$ cat config.mk
export PLATFORM = sky130hd
export DESIGN_NAME = systolic_result_collector
export DESIGN_NICKNAME = d
export VERILOG_FILES = /design/src/rtl/systolic_pkg.sv /design/src/rtl/result_sat_quant.sv /design/src/rtl/systolic_result_collector.sv
export SDC_FILE = /design/constraint.sdc
export NUM_CORES = 1
export LEC_CHECK = 0
export ABC_CLOCK_PERIOD_IN_PS = 19000
export CELL_PAD_IN_SITES_DETAIL_PLACEMENT = 0
export CELL_PAD_IN_SITES_GLOBAL_PLACEMENT = 2
export CORE_AREA = 2 2 176 178
export DETAILED_ROUTE_END_ITERATION = 8
export DIE_AREA = 0 0 178 180
export PLACE_DENSITY_LB_ADDON = 0.15
export SYNTH_ARGS = -nofsm -noshare
export SYNTH_HDL_FRONTEND = slang
export SYNTH_HIERARCHICAL = 1
export SYNTH_SLANG_ARGS = --single-unit
$ cat constraint.sdc
create_clock -name clk -period 19 [get_ports clk]
set_input_delay 4.75 -clock clk [delete_from_list [all_inputs] [get_ports clk]]
set_output_delay 4.75 -clock clk [all_outputs]
set_load 0.01 [all_outputs]
$ cat src/rtl/systolic_pkg.sv
// Shared types and helpers for the systolic array result path.
package systolic_pkg;
    localparam int N  = 4;
    localparam int DW = 18;
    localparam int QW = 8;

    typedef enum logic [1:0] {IDLE, CAPTURE, DRAIN} state_t;

    function automatic logic [3:0] rm_index(input int i, input int j);
        return 4'(N * i + j);
    endfunction

    // Floor shift followed by a clamp to the signed QW range.
    function automatic logic signed [QW-1:0] sat_shift(input logic signed [DW-1:0] x, input int sh);
        logic signed [DW-1:0] s;
        s = x >>> sh;
        if (s > DW'((1 <<< (QW - 1)) - 1))   return QW'((1 <<< (QW - 1)) - 1);
        else if (s < -DW'(1 <<< (QW - 1)))   return QW'(-(1 <<< (QW - 1)));
        else                                 return s[QW-1:0];
    endfunction
endpackage

$ cat src/rtl/result_sat_quant.sv
// Combinational arithmetic shift and saturate from DW-bit signed to QW-bit signed.
module result_sat_quant #(
    parameter int DW    = 18,
    parameter int QW    = 8,
    parameter int SHIFT = 2
) (
    input  logic signed [DW-1:0] i_data,
    output logic signed [QW-1:0] o_q
);
    localparam logic signed [DW-1:0] QMAX = DW'((1 <<< (QW - 1)) - 1);
    localparam logic signed [DW-1:0] QMIN = DW'(-(1 <<< (QW - 1)));

    logic signed [DW-1:0] w_sh;
    assign w_sh = i_data >>> SHIFT;

    always_comb begin
        o_q = w_sh[QW-1:0];
        if (w_sh > QMAX)      o_q = QMAX[QW-1:0];
        else if (w_sh < QMIN) o_q = QMIN[QW-1:0];
    end
endmodule

$ cat src/rtl/systolic_result_collector.sv
// De-skews the 4x4 systolic array outputs into a buffer and drains it row-major
// over a valid/ready stream with raw and quantized values.
module systolic_result_collector #(
    parameter int DW      = systolic_pkg::DW,
    parameter int QW      = systolic_pkg::QW,
    parameter int LATENCY = 4,
    parameter int SHIFT   = 2
) (
    input  logic                 clk,
    input  logic                 rst,
    input  logic                 start,
    input  logic signed [DW-1:0] pso0,
    input  logic signed [DW-1:0] pso1,
    input  logic signed [DW-1:0] pso2,
    input  logic signed [DW-1:0] pso3,
    input  logic                 rd_ready,
    output logic                 rd_valid,
    output logic [DW-1:0]        rd_data,
    output logic [QW-1:0]        rd_q,
    output logic [3:0]           rd_index,
    output logic                 busy,
    output logic                 done
);
    import systolic_pkg::*;

    localparam logic [4:0] CAP_LAST = 5'(LATENCY + 6);

    state_t               r_state;
    logic [4:0]           r_cnt;
    logic [3:0]           r_idx;
    logic                 r_valid;
    logic                 r_done;
    logic [DW-1:0]        r_data;
    logic [QW-1:0]        r_q;
    logic signed [DW-1:0] r_buf [N*N];

    logic signed [DW-1:0] w_pso [N];
    logic [4:0]           w_k;
    logic                 w_cap;
    logic                 w_hs;
    logic [3:0]           w_rd_addr;
    logic signed [DW-1:0] w_next;
    logic signed [QW-1:0] w_next_q;

    assign w_pso[0] = pso0;
    assign w_pso[1] = pso1;
    assign w_pso[2] = pso2;
    assign w_pso[3] = pso3;

    // The start edge itself is cycle k=0, so capture is also live in IDLE on start.
    assign w_k       = (r_state == IDLE) ? 5'd0 : r_cnt;
    assign w_cap     = (r_state == CAPTURE) || (r_state == IDLE && start);
    assign w_hs      = r_valid && rd_ready;
    assign w_rd_addr = (r_state == DRAIN) ? r_idx + 4'd1 : 4'd0;
    assign w_next    = r_buf[w_rd_addr];

    result_sat_quant #(.DW(DW), .QW(QW), .SHIFT(SHIFT)) u_quant (
        .i_data (w_next),
        .o_q    (w_next_q)
    );

    always_ff @(posedge clk) begin
        if (!rst && w_cap) begin
            for (int i = 0; i < N; i++)
                for (int j = 0; j < N; j++)
                    if (w_k == 5'(LATENCY + i + j)) r_buf[rm_index(i, j)] <= w_pso[j];
        end
    end

    always_ff @(posedge clk) begin
        if (rst) begin
            r_state <= IDLE;
            r_cnt   <= '0;
            r_idx   <= '0;
            r_valid <= 1'b0;
            r_done  <= 1'b0;
            r_data  <= '0;
            r_q     <= '0;
        end else begin
            r_done <= 1'b0;
            case (r_state)
                IDLE: begin
                    if (start) begin
                        r_state <= CAPTURE;
                        r_cnt   <= 5'd1;
                    end
                end
                CAPTURE: begin
                    r_cnt <= r_cnt + 5'd1;
                    if (r_cnt == CAP_LAST) begin
                        r_state <= DRAIN;
                        r_valid <= 1'b1;
                        r_idx   <= 4'd0;
                        r_data  <= w_next;
                        r_q     <= w_next_q;
                    end
                end
                DRAIN: begin
                    if (w_hs) begin
                        if (r_idx == 4'd15) begin
                            r_valid <= 1'b0;
                            r_state <= IDLE;
                            r_done  <= 1'b1;
                        end else begin
                            r_idx  <= r_idx + 4'd1;
                            r_data <= w_next;
                            r_q    <= w_next_q;
                        end
                    end
                end
                default: r_state <= IDLE;
            endcase
        end
    end

    assign rd_valid = r_valid;
    assign rd_data  = r_data;
    assign rd_q     = r_q;
    assign rd_index = r_idx;
    assign busy     = (r_state != IDLE);
    assign done     = r_done;
endmodule

# After elaboration in Yosys (flattened, before gate mapping)
# Memory sizes are Yosys's and may differ from the RTL's.
# Cells that the tools add are included.
[classes]
n_eq_ne = 16
reduce_logical = 26
muxes = 85
bitwise = 2
magnitude_cmp = 2
add_sub_neg = 2
[op_table]
columns = ["cell", "n"]
rows = [
  ["$mux W18", 15],
  ["$reduce_or A18 Y1", 12],
  ["$mux W4", 16],
  ["$mux W8", 5],
  ["$mux W1", 37],
  ["$pmux W18 S2", 1],
  ["$eq A5 B3 Y1 const B", 4],
  ["$eq A5 B4 Y1 const B", 4],
  ["$gt A16 B8 Y1 const B", 1],
  ["$lt A16 B8 Y1 const B", 1],
  ["$pmux W8 S2", 1],
  ["$reduce_and A4 Y1", 3],
  ["$mux W5", 2],
  ["$pmux W5 S2", 1],
  ["$mux W2", 4],
  ["$pmux W4 S2", 1],
  ["$ne A2 B2 Y1 const B", 3],
  ["$pmux W2 S3", 1],
  ["$reduce_bool A2 Y1", 3],
  ["$add A5 B1 Y5 const B", 1],
  ["$add A4 B1 Y4 const B", 1],
  ["$eq A4 B4 Y1 const B", 1],
  ["$ne A2 B1 Y1 const B", 2],
  ["$logic_and A1 B1 Y1", 3],
  ["other kinds (9)", 10],
]
[totals]
regBits = 39
mem_count = 1
ram_bits = 288
out_inout_bits = 33
[mem_list]
columns = ["memory", "words", "word_bits", "rd", "rd_ports_with_merged_regs", "wr", "line_no", "rtl"]
rows = [
  ["r_buf", 16, 18, 1, 0, 4, "systolic_result_collector.sv:35", "logic signed [DW-1:0] r_buf [N*N];"],
]

# Depth between registers and ports, before layout
# Gate-level depths: netlist of the first run.
[depth]
ltp_word = 13
mapped_depth = 15
depth_no_buf = 11

# Cells and area by module
# Netlist of the first run, hierarchy kept.
[by_module_without_submodules]
columns = ["mod", "cells_per_inst", "n_inst", "area_per_inst_um2", "seq_area_each_um2"]
rows = [
  ["systolic_result_collector", 878, 1, 13546.7, 9429.0],
  ["result_sat_quant", 23, 1, 147.6, 0.0],
]

# Worst setup path after synthesis of the first run
# Ideal clock, no wire load.
[synth_path]
path_kind = "input to register"
from = "input rst"
to = "memory r_buf[10][0] (enable)"
setup_ps = 599
setup_slack_ps = 8287
required_ps = 18401
path_stages = 2
path_buffers = 1
t_arrival_ps = 10113
cell_sequence = "clkbuf_1 nor4_1"
[synth_rtl]
columns = ["element", "line_no", "rtl"]
rows = [
  ["from (decl)", "systolic_result_collector.sv:10", "input logic rst,"],
  ["to (decl)", "systolic_result_collector.sv:35", ""],
]

# Worst setup path after layout of the first run
[layout_path]
from = "register r_idx[0], in the netlist rd_index[0]"
to = "output rd_index[0]"
[layout_rtl]
columns = ["element", "line_no", "rtl"]
rows = [
  ["from (decl)", "systolic_result_collector.sv:30", "logic [3:0] r_idx;"],
  ["from (signal assigned)", "systolic_result_collector.sv:105", "r_idx <= r_idx + 4'd1;"],
  ["to (decl)", "systolic_result_collector.sv:20", "output logic [3:0] rd_index,"],
]
# No word-level cell between the ends.

==> flow_summary.toml, run 1 <==
[timing]
tightest_slew_ns = 1.051
max_clock_freq_mhz = 146.2
final.setup.tns_ns = 0
hold_viol = 0
slew_violations = 0
layout_min_cycle_time_ns = 6.842
worst_slack_ns = 12.16
final.setup_skew_ns = 0.01350
relSlewSlack_pct = 29.91
setup_viol_count_final = 0
period_share_pct = 36.01
rsz0062_at_grt = "no"

[setup_path]
ff2ff_setup_slack_ns = 14.06
crit_buf_inv = 1
start_kind = "flip-flop"
slowest_delay_ns = 0.89
crit_family = "flip-flops"
critPathArrivalTime_ns = 2.09
path_cells = "clkdlybuf4s50_1"
cp_max_fo = 57
worstSetupEndpointType = "output pin"
crit_slowest_cell = "dfxtp_4"
worstSetupPathType = "flip-flop to output pin"
crit_required_ns = 14.25

[final_layout]
instances_no_fill = 1419
multiInputGateArea_um2 = 3980
regArea_um2 = 9433
nNetsFinal = 1074
areaGrowthSynthToFinish_pct = 19.61
layout-drive-gt1-share_pct = 18.67
antenna_cells = 0
fillCellCount = 2465

[floorplan]
ioPinCount = 109
core-area_um2 = 30190
start_util_pct = 45.34
die_h_um = 180
dieArea_um2 = 32040
die_w_um = 178
rows = 64

[cts]
cts-root-buf = "clkbuf_16"
h-tree-depth = 2
clk_pin_slew_worst_paths_ns = 0.06
cts_buffers = 37
clk_latency_ns = 0.52
cts_setup_buffers = 0
clock_sink_count = 327
cts_tree = "built"
cts_resized = 0
clk_path_buf_depth = 3
hold_buffers = 0

[route]
first_pass_iters = 5
totalWireLength_um = 33830
vias = 8117
drt_iter0_drc = 727
ant_nets = 0
drc_errors = 0
routedWlPerCell_um = 23.84
via_per_inst = 5.720

[global_route]
grt_pass1_wl_um = 51150
overflow = 0
grt_usage_pct = 21.43
grt_pass1_vias = 8128
grt_max_degree = 59
antenna_found_initial = 0

[place]
dpl.cell_count = 1352
dp_slack_ns = 11.70
dp_hpwl_um = 20340
place_congestion = 0.7513
port_buffers = 108

[power_and_ir_drop]
vdd_drop_max_mv = 0.06711
power.leakage_uw = 0.004819
p_per_area_nw_per_um2 = 93.56

[synthesis]
syn-instance-count = 899
synth_area_um2 = 13690
yosysWarningCount = 6
postSynthAreaPerCell_um2 = 15.22
syn_nets = 978

[flow_run]
cap_viol_max_count = 0

[outcome]
status = "finished clean"

[worst_hold_path]
holdCritPathClass = "flip-flop to flip-flop"
==> final timing paths <==
| kind | endpoint | from | depth (start not counted) |
|---|---|---|---|
| setup / recovery | rd_index[0] | rd_index[0] | 1 |
| setup reg to reg | rd_q[2] | rd_index[0] | 13 |
| hold / removal | rd_q[0] | rd_q[0] | 2 |
| hold reg to reg | rd_q[0] | rd_q[0] | 2 |
==> area by class of cell <==
| cell class | count | share of cell area (%) |
|---|---|---|
| multi-input cells | 499 | 24.31 |
| clock inverters | 22 | 1.636 |
| flip-flops and latches | 327 | 57.62 |
| inverters | 2 | 0.04586 |
| clock buffers | 45 | 5.839 |
| repair buffers | 128 | 7.521 |
| well taps | 396 | 3.027 |
==> flip-flops by register name, summed over array words and instances (netlist names) <==
signal and cells:
rd_q 8, rd_data 18, done 1, rd_index 4
r_buf 288, r_cnt 5, r_state 2, rd_valid 1
==> per-layer routing <==
metal / track usage (%) / up-vias / routed length [um]
met2: 32.73 / 224 / 15370
met3: 2.982 / 47 / 1692
met5: 0 / - / 0
li1: - / 3775 / -
met4: 5.082 / 0 / 623
met1: 32.50 / 4071 / 16140
==> cells in the final DEF, fill, tap and decap left out, types with 6 or more instances in the layout <==
| cell | instances |
|---|---|
| o31ai_1 | 18 |
| clkbuf_1 | 8 |
| clkbuf_16 | 37 |
| nand2_1 | 30 |
| a21oi_1 | 49 |
| buf_4 | 20 |
| nand3_1 | 47 |
| nor2_1 | 28 |
| mux2_2 | 30 |
| nor2b_1 | 38 |
| mux2i_1 | 37 |
| o21ai_1 | 7 |
| bufinv_16 | 6 |
| a2111oi_2 | 67 |
| a211oi_1 | 36 |
| edfxtp_1 | 288 |
| a2bb2oi_1 | 7 |
| o21ai_0 | 31 |
| clkinv_2 | 10 |
| nand3b_1 | 19 |
| dfxtp_1 | 38 |
| clkdlybuf4s50_1 | 108 |
==> per-stage QoR <==
step | hold slack (ns) | power (uW) | utilization (%) | instance area, um2
2_1_floorplan | 0.4761 | 801.4 | - | 13690
3_3_place_gp | 0.4388 | 826.8 | 50.17 | 15150
3_5_place_dp | 0.4489 | 827.1 | 50.17 | 15150
4_1_cts | 0.4558 | 1544 | 54.23 | 16370
5_1_grt | 0.4726 | 1576 | 54.23 | 16370
6_report | 0.4518 | 1532 | 54.23 | 16370
==> report_power, final <==
group          internal [uW]  switching (uW)
clock network            441             278
logic                   16.0            13.6
registers                781            1.50
Note: power is estimated with default switching activity, not from simulation.
==> run 2: changes to the inputs <==
Settings changed: ABC_CLOCK_PERIOD_IN_PS 19000 to 6800, CORE_AREA 2 2 176 178 to 2 2 184 186, DIE_AREA 0 0 178 180 to 0 0 186 188.
Clock period 19 ns to 6.8 ns, I/O delays scaled along.
==> run 2 against run 1 <==
Against the previous run:
- flip-flop and latch count stayed put
- largest power group unchanged
- setup slack worse by 9.6 ns
- global-route usage is 0.41 points lower
- clock power rose to 2.7 times the previous value
- core utilization shrank 4.6 points
- combinational power rose to 2.9 times the previous value
- sequential power rose to 2.8 times the previous value
- via count up 0.74%
- routed wire length increased by 6.8%
- non-clock buffer count is 4 higher
==> flow_summary.toml, run 2 (synthesis results as in run 1) <==
[outcome]
status = "finished clean"

[timing]
rsz0062_at_grt = "no"
setup_viol_count_final = 0
max_clock_freq_mhz = 234.8
period_share_pct = 62.63
final.setup_skew_ns = 0.01952
worst_slack_ns = 2.541
final.setup.tns_ns = 0
tightest_slew_ns = 1.126
layout_min_cycle_time_ns = 4.259
hold_viol = 0
slew_violations = 0
relSlewSlack_pct = 24.96

[setup_path]
crit_required_ns = 7.18
r2r_start = "rd_index[1]"
worstSetupPathType = "flip-flop to flip-flop"
start_kind = "flip-flop"
crit_end = "rd_q[4]"
cp_max_fo = 29
ff2ff_setup_slack_ns = 2.54
worstSetupEndpointType = "flip-flop"
ff2ff_path_depth = 13
cp-startpoint = "rd_index[1]"
critPathArrivalTime_ns = 4.64
r2r_end = "rd_q[4]"

[cts]
cts_tree = "built"
clk_pin_slew_worst_paths_ns = 0.06
cts_buffers = 38
cts-root-buf = "clkbuf_16"
cts_setup_buffers = 0
clk_path_buf_depth = 3
cts_resized = 0
h-tree-depth = 2
clk_latency_ns = 0.53
clock_sink_count = 327
hold_buffers = 0

[final_layout]
nNetsFinal = 1079
mostFrequentLayoutCells = "edfxtp_1 (288), clkdlybuf4s50_1 (108), a2111oi_2 (67)"
layout-drive-gt1-share_pct = 18.24
areaGrowthSynthToFinish_pct = 20.16
layout_commonest_cell = "edfxtp_1"
antenna_cells = 0
largest_reg_flops = 288
top_register = "r_buf"

[place]
place_congestion = 0.7252
dp_slack_ns = 2.507
port_buffers = 108
dp_hpwl_um = 21530

[route]
via_per_inst = 5.551
ant_nets = 0
drt_iter0_drc = 550
routedWlPerCell_um = 24.53
totalWireLength_um = 36130
vias = 8177
first_pass_iters = 5
drc_errors = 0

[floorplan]
rows = 67
die_w_um = 186
ioPinCount = 109
start_util_pct = 41.33
die_h_um = 188
dieArea_um2 = 34970
core-area_um2 = 33110

[power_and_ir_drop]
power.leakage_uw = 0.004808
vdd_drop_max_mv = 0.1737
p_per_area_nw_per_um2 = 257.1

[worst_hold_path]
hp-start = "rd_q[7]"
holdCritPathClass = "flip-flop to flip-flop"

[global_route]
grt_pass1_vias = 8213
grt_pass1_wl_um = 53790
grt_max_degree = 64
grt_usage_pct = 21.02
overflow = 0
antenna_found_initial = 0

[flow_run]
cap_viol_max_count = 0
## run 2: changes by cell type in the layout (fill, tap and decap cells not counted), moves of 2 or more
cell,change
clkinv_2,-7
clkinv_1,+4
buf_4,+3
bufinv_16,-3
clkbuf_16,+2
clkbuf_8,+2
## run 2: per-layer routing
metal	vias to the layer above	part of all wire (%)	track usage [%]
met3	33	4.9	3.826
met2	208	46	31.84
met1	4144	48	31.81
met4	0	1.3	3.998
li1	3792	-	-
met5	-	0	0
## run 2: how the worst min path moves through the flow
stage                     slack [ns]    endpoint  depth (start not counted)
after floorplan                 0.48     rd_q[7]                          2
after global placement          0.44     rd_q[7]                          2
after detailed placement        0.45     rd_q[7]                          2
after CTS                       0.46     rd_q[7]                          2
after global routing            0.50  rd_data[6]                          2
final                           0.45     rd_q[7]                          2
## run 2: per-stage QoR
step | util, % | total power [uW] | hold slack (ns) | area, um2 | cells
after floorplan | - | 2239 | 0.4761 | 13690 | 899
after global placement | 46.09 | 2313 | 0.4374 | 15260 | 1408
after detailed placement | 46.09 | 2314 | 0.4478 | 15260 | 1408
after CTS | 49.67 | 4269 | 0.4569 | 16450 | 1473
after global routing | 49.67 | 4349 | 0.5024 | 16450 | 1473
final | 49.67 | 4228 | 0.4532 | 16450 | 1473
## run 2: layout make-up
cell class,instances,area (um2)
Fill cell,2871,16670
Sequential cell,327,9433
Multi-Input combinational cell,499,3986
Timing Repair Buffer,132,1274
Clock buffer,50,1037
Tap cell,448,560.5
Clock inverter,15,147.6
Inverter,2,7.507
## run 2: power breakdown
part           switching [uW]  total [uW]  internal [uW]  leakage, uW
combinational            39.7        84.4           44.7      0.00133
clock                     776        1960           1180     0.000575
sequential               4.57        2190           2180      0.00290
total                     820        4230           3410      0.00481
## run 2: worst max-delay path, stage by stage, from the launching register on
cell	delay (ns)
dfxtp_1	0.37
ha_1	0.39
xnor2_4	0.08
buf_4	0.29
nor2_4	0.77
buf_4	0.37
mux2_2	0.37
a2111oi_2	0.45
nor2_1	0.13
nor4_1	0.24
nand2_1	0.27
a2bb2oi_1	0.21
nand2_1	0.10
a21oi_1	0.07
==> run 3: changes to the inputs <==
Settings changed: ABC_CLOCK_PERIOD_IN_PS 6800 to 3690, CORE_AREA 2 2 184 186 to 2 2 193 195, DIE_AREA 0 0 186 188 to 0 0 195 197.
Clock period 6.8 ns to 3.69 ns, I/O delays scaled along.
==> run 3 against run 2 <==
Against the previous run:
- combinational power is 86% higher
- first-iteration DRC count is 6.0% higher
- routed wire length is 3.3% higher
- core utilization is 3.4 points lower
- final area is 2.0% higher
- register-to-register slack worse by 2.3 ns
- power is 83% higher
- critical endpoint is now rd_q[2]
- largest power group unchanged
==> flow_summary.toml, run 3 (synthesis results as in run 1) <==
[setup_path]
worstSetupPathDepth = 11
crit_family = "buffers and inverters"
r2r_end = "rd_q[2]"
crit_slowest_cell = "buf_4"
ff2ff_setup_slack_ns = 0.28
critPathArrivalTime_ns = 3.86
crit_buf_inv = 2
crit_required_ns = 4.14
crit_end = "rd_q[2]"
worstSetupEndpointType = "flip-flop"
ff2ff_path_depth = 11
slowest_delay_ns = 0.73
r2r_start = "rd_index[0]"
start_kind = "flip-flop"
worstSetupPathType = "flip-flop to flip-flop"
path_cells = "buf_12, buf_4, mux2i_1, a211oi_1, a2111oi_2, nor2_1, and4_1, nand3_1, a2bb2oi_1, nand2_1, a21oi_1"
cp_max_fo = 58
cp-startpoint = "rd_index[0]"

[final_layout]
areaGrowthSynthToFinish_pct = 22.52
fillCellCount = 3272
largest_reg_flops = 288
layout_commonest_cell = "edfxtp_1"
instances_no_fill = 1515
layout-drive-gt1-share_pct = 20.25
nNetsFinal = 1100
top_register = "r_buf"
antenna_cells = 0
mostFrequentLayoutCells = "edfxtp_1 (288), clkdlybuf4s50_1 (108), a2111oi_2 (67)"

[cts]
cts_resized = 0
cts_setup_buffers = 0
cts_buffers = 38
clock_sink_count = 327
cts_tree = "built"
clk_latency_ns = 0.52
cts-root-buf = "clkbuf_16"
hold_buffers = 0
h-tree-depth = 2
clk_pin_slew_worst_paths_ns = 0.06
clk_path_buf_depth = 3

[floorplan]
dieArea_um2 = 38420
die_h_um = 197
core-area_um2 = 36260
die_w_um = 195
start_util_pct = 37.75
rows = 70
ioPinCount = 109

[route]
first_pass_iters = 5
routedWlPerCell_um = 24.63
drc_errors = 0
ant_nets = 0
drt_iter0_drc = 583
via_per_inst = 5.461
vias = 8273
totalWireLength_um = 37320

[power_and_ir_drop]
power.leakage_uw = 0.004955
vdd_drop_max_mv = 0.3546
p_per_area_nw_per_um2 = 460.8

[timing]
final.setup_skew_ns = 0.01057
hold_viol = 0
max_clock_freq_mhz = 293.3
relSlewSlack_pct = 42.69
tightest_slew_ns = 0.8565
setup_viol_count_final = 0
slew_violations = 0
layout_min_cycle_time_ns = 3.409
period_share_pct = 92.40
final.setup.tns_ns = 0
rsz0062_at_grt = "no"

[global_route]
grt_pass1_vias = 8433
grt_max_degree = 59
grt_usage_pct = 19.64
antenna_found_initial = 0
overflow = 0
grt_pass1_wl_um = 55890

[place]
dpl.cell_count = 1449
dp_hpwl_um = 22880
port_buffers = 108
place_congestion = 0.7546

[outcome]
status = "finished clean"

[flow_run]
cap_viol_max_count = 0

[worst_hold_path]
holdCritPathClass = "flip-flop to flip-flop"
run 3: cell count changes in the layout (fill, tap and decap cells not counted), moves of 2 or more:
| cell | change |
|---|---|
| buf_4 | +9 |
| clkbuf_1 | +2 |
| buf_12 | +12 |
| clkinv_1 | -4 |
run 3: where the power goes:
part / leakage [uW] / switching (uW) / internal [uW]
logic: 0.00148 / 73.4 / 84.0
registers: 0.00290 / 6.19 / 4020
clock network: 0.000568 / 1440 / 2100
run 3: stage by stage:
step           total power (uW)  setup WS (ns)  area [um2]  util (%)  hold slack (ns)
2_1_floorplan              4128         0.1696       13700         -           0.4761
3_3_place_gp               4261         0.2267       15590     43.01           0.4458
3_5_place_dp               4264         0.1139       15590     43.01           0.4512
4_1_cts                    7806        0.09943       16770     46.24           0.4592
5_1_grt                    7947      0.0006466       16770     46.25           0.4712
6_report                   7727         0.2806       16770     46.25           0.4622
run 3: tightest hold or removal path, stage by stage (launching register included):
cell and delay [ns]:
dfxtp_1 0.31, nand2_1 0.05, a21oi_1 0.05
run 3: worst min path at each step:
stage,start,end,slack [ns],cells past startpoint
finish,rd_q[7],rd_q[7],0.46,2
global route,rd_q[7],rd_q[7],0.47,2
CTS,rd_q[7],rd_q[7],0.46,2
detailed placement,rd_q[7],rd_q[7],0.45,2
global placement,rd_q[7],rd_q[7],0.45,2
floorplan,rd_q[7],rd_q[7],0.48,2
run 3: final cells by class:
class,count,area [um2],share of cell area [%]
sequential,327,9433,56.25
clock buffer,52,1033,6.163
multi-input combinational,499,3989,23.79
inverter,2,7.507,0.04477
clock inverter,14,140.1,0.8356
timing repair buffer,153,1582,9.431
tap,468,585.6,3.492
run 3: metal layers:
metal  share of wire [%]  track usage, %  vias up
li1                    -               -     3837
met1                  49           29.00     4197
met2                  46           30.70      201
met3                 4.2           2.858       38
met4                 1.5           4.495        0
met5                   0               0        -
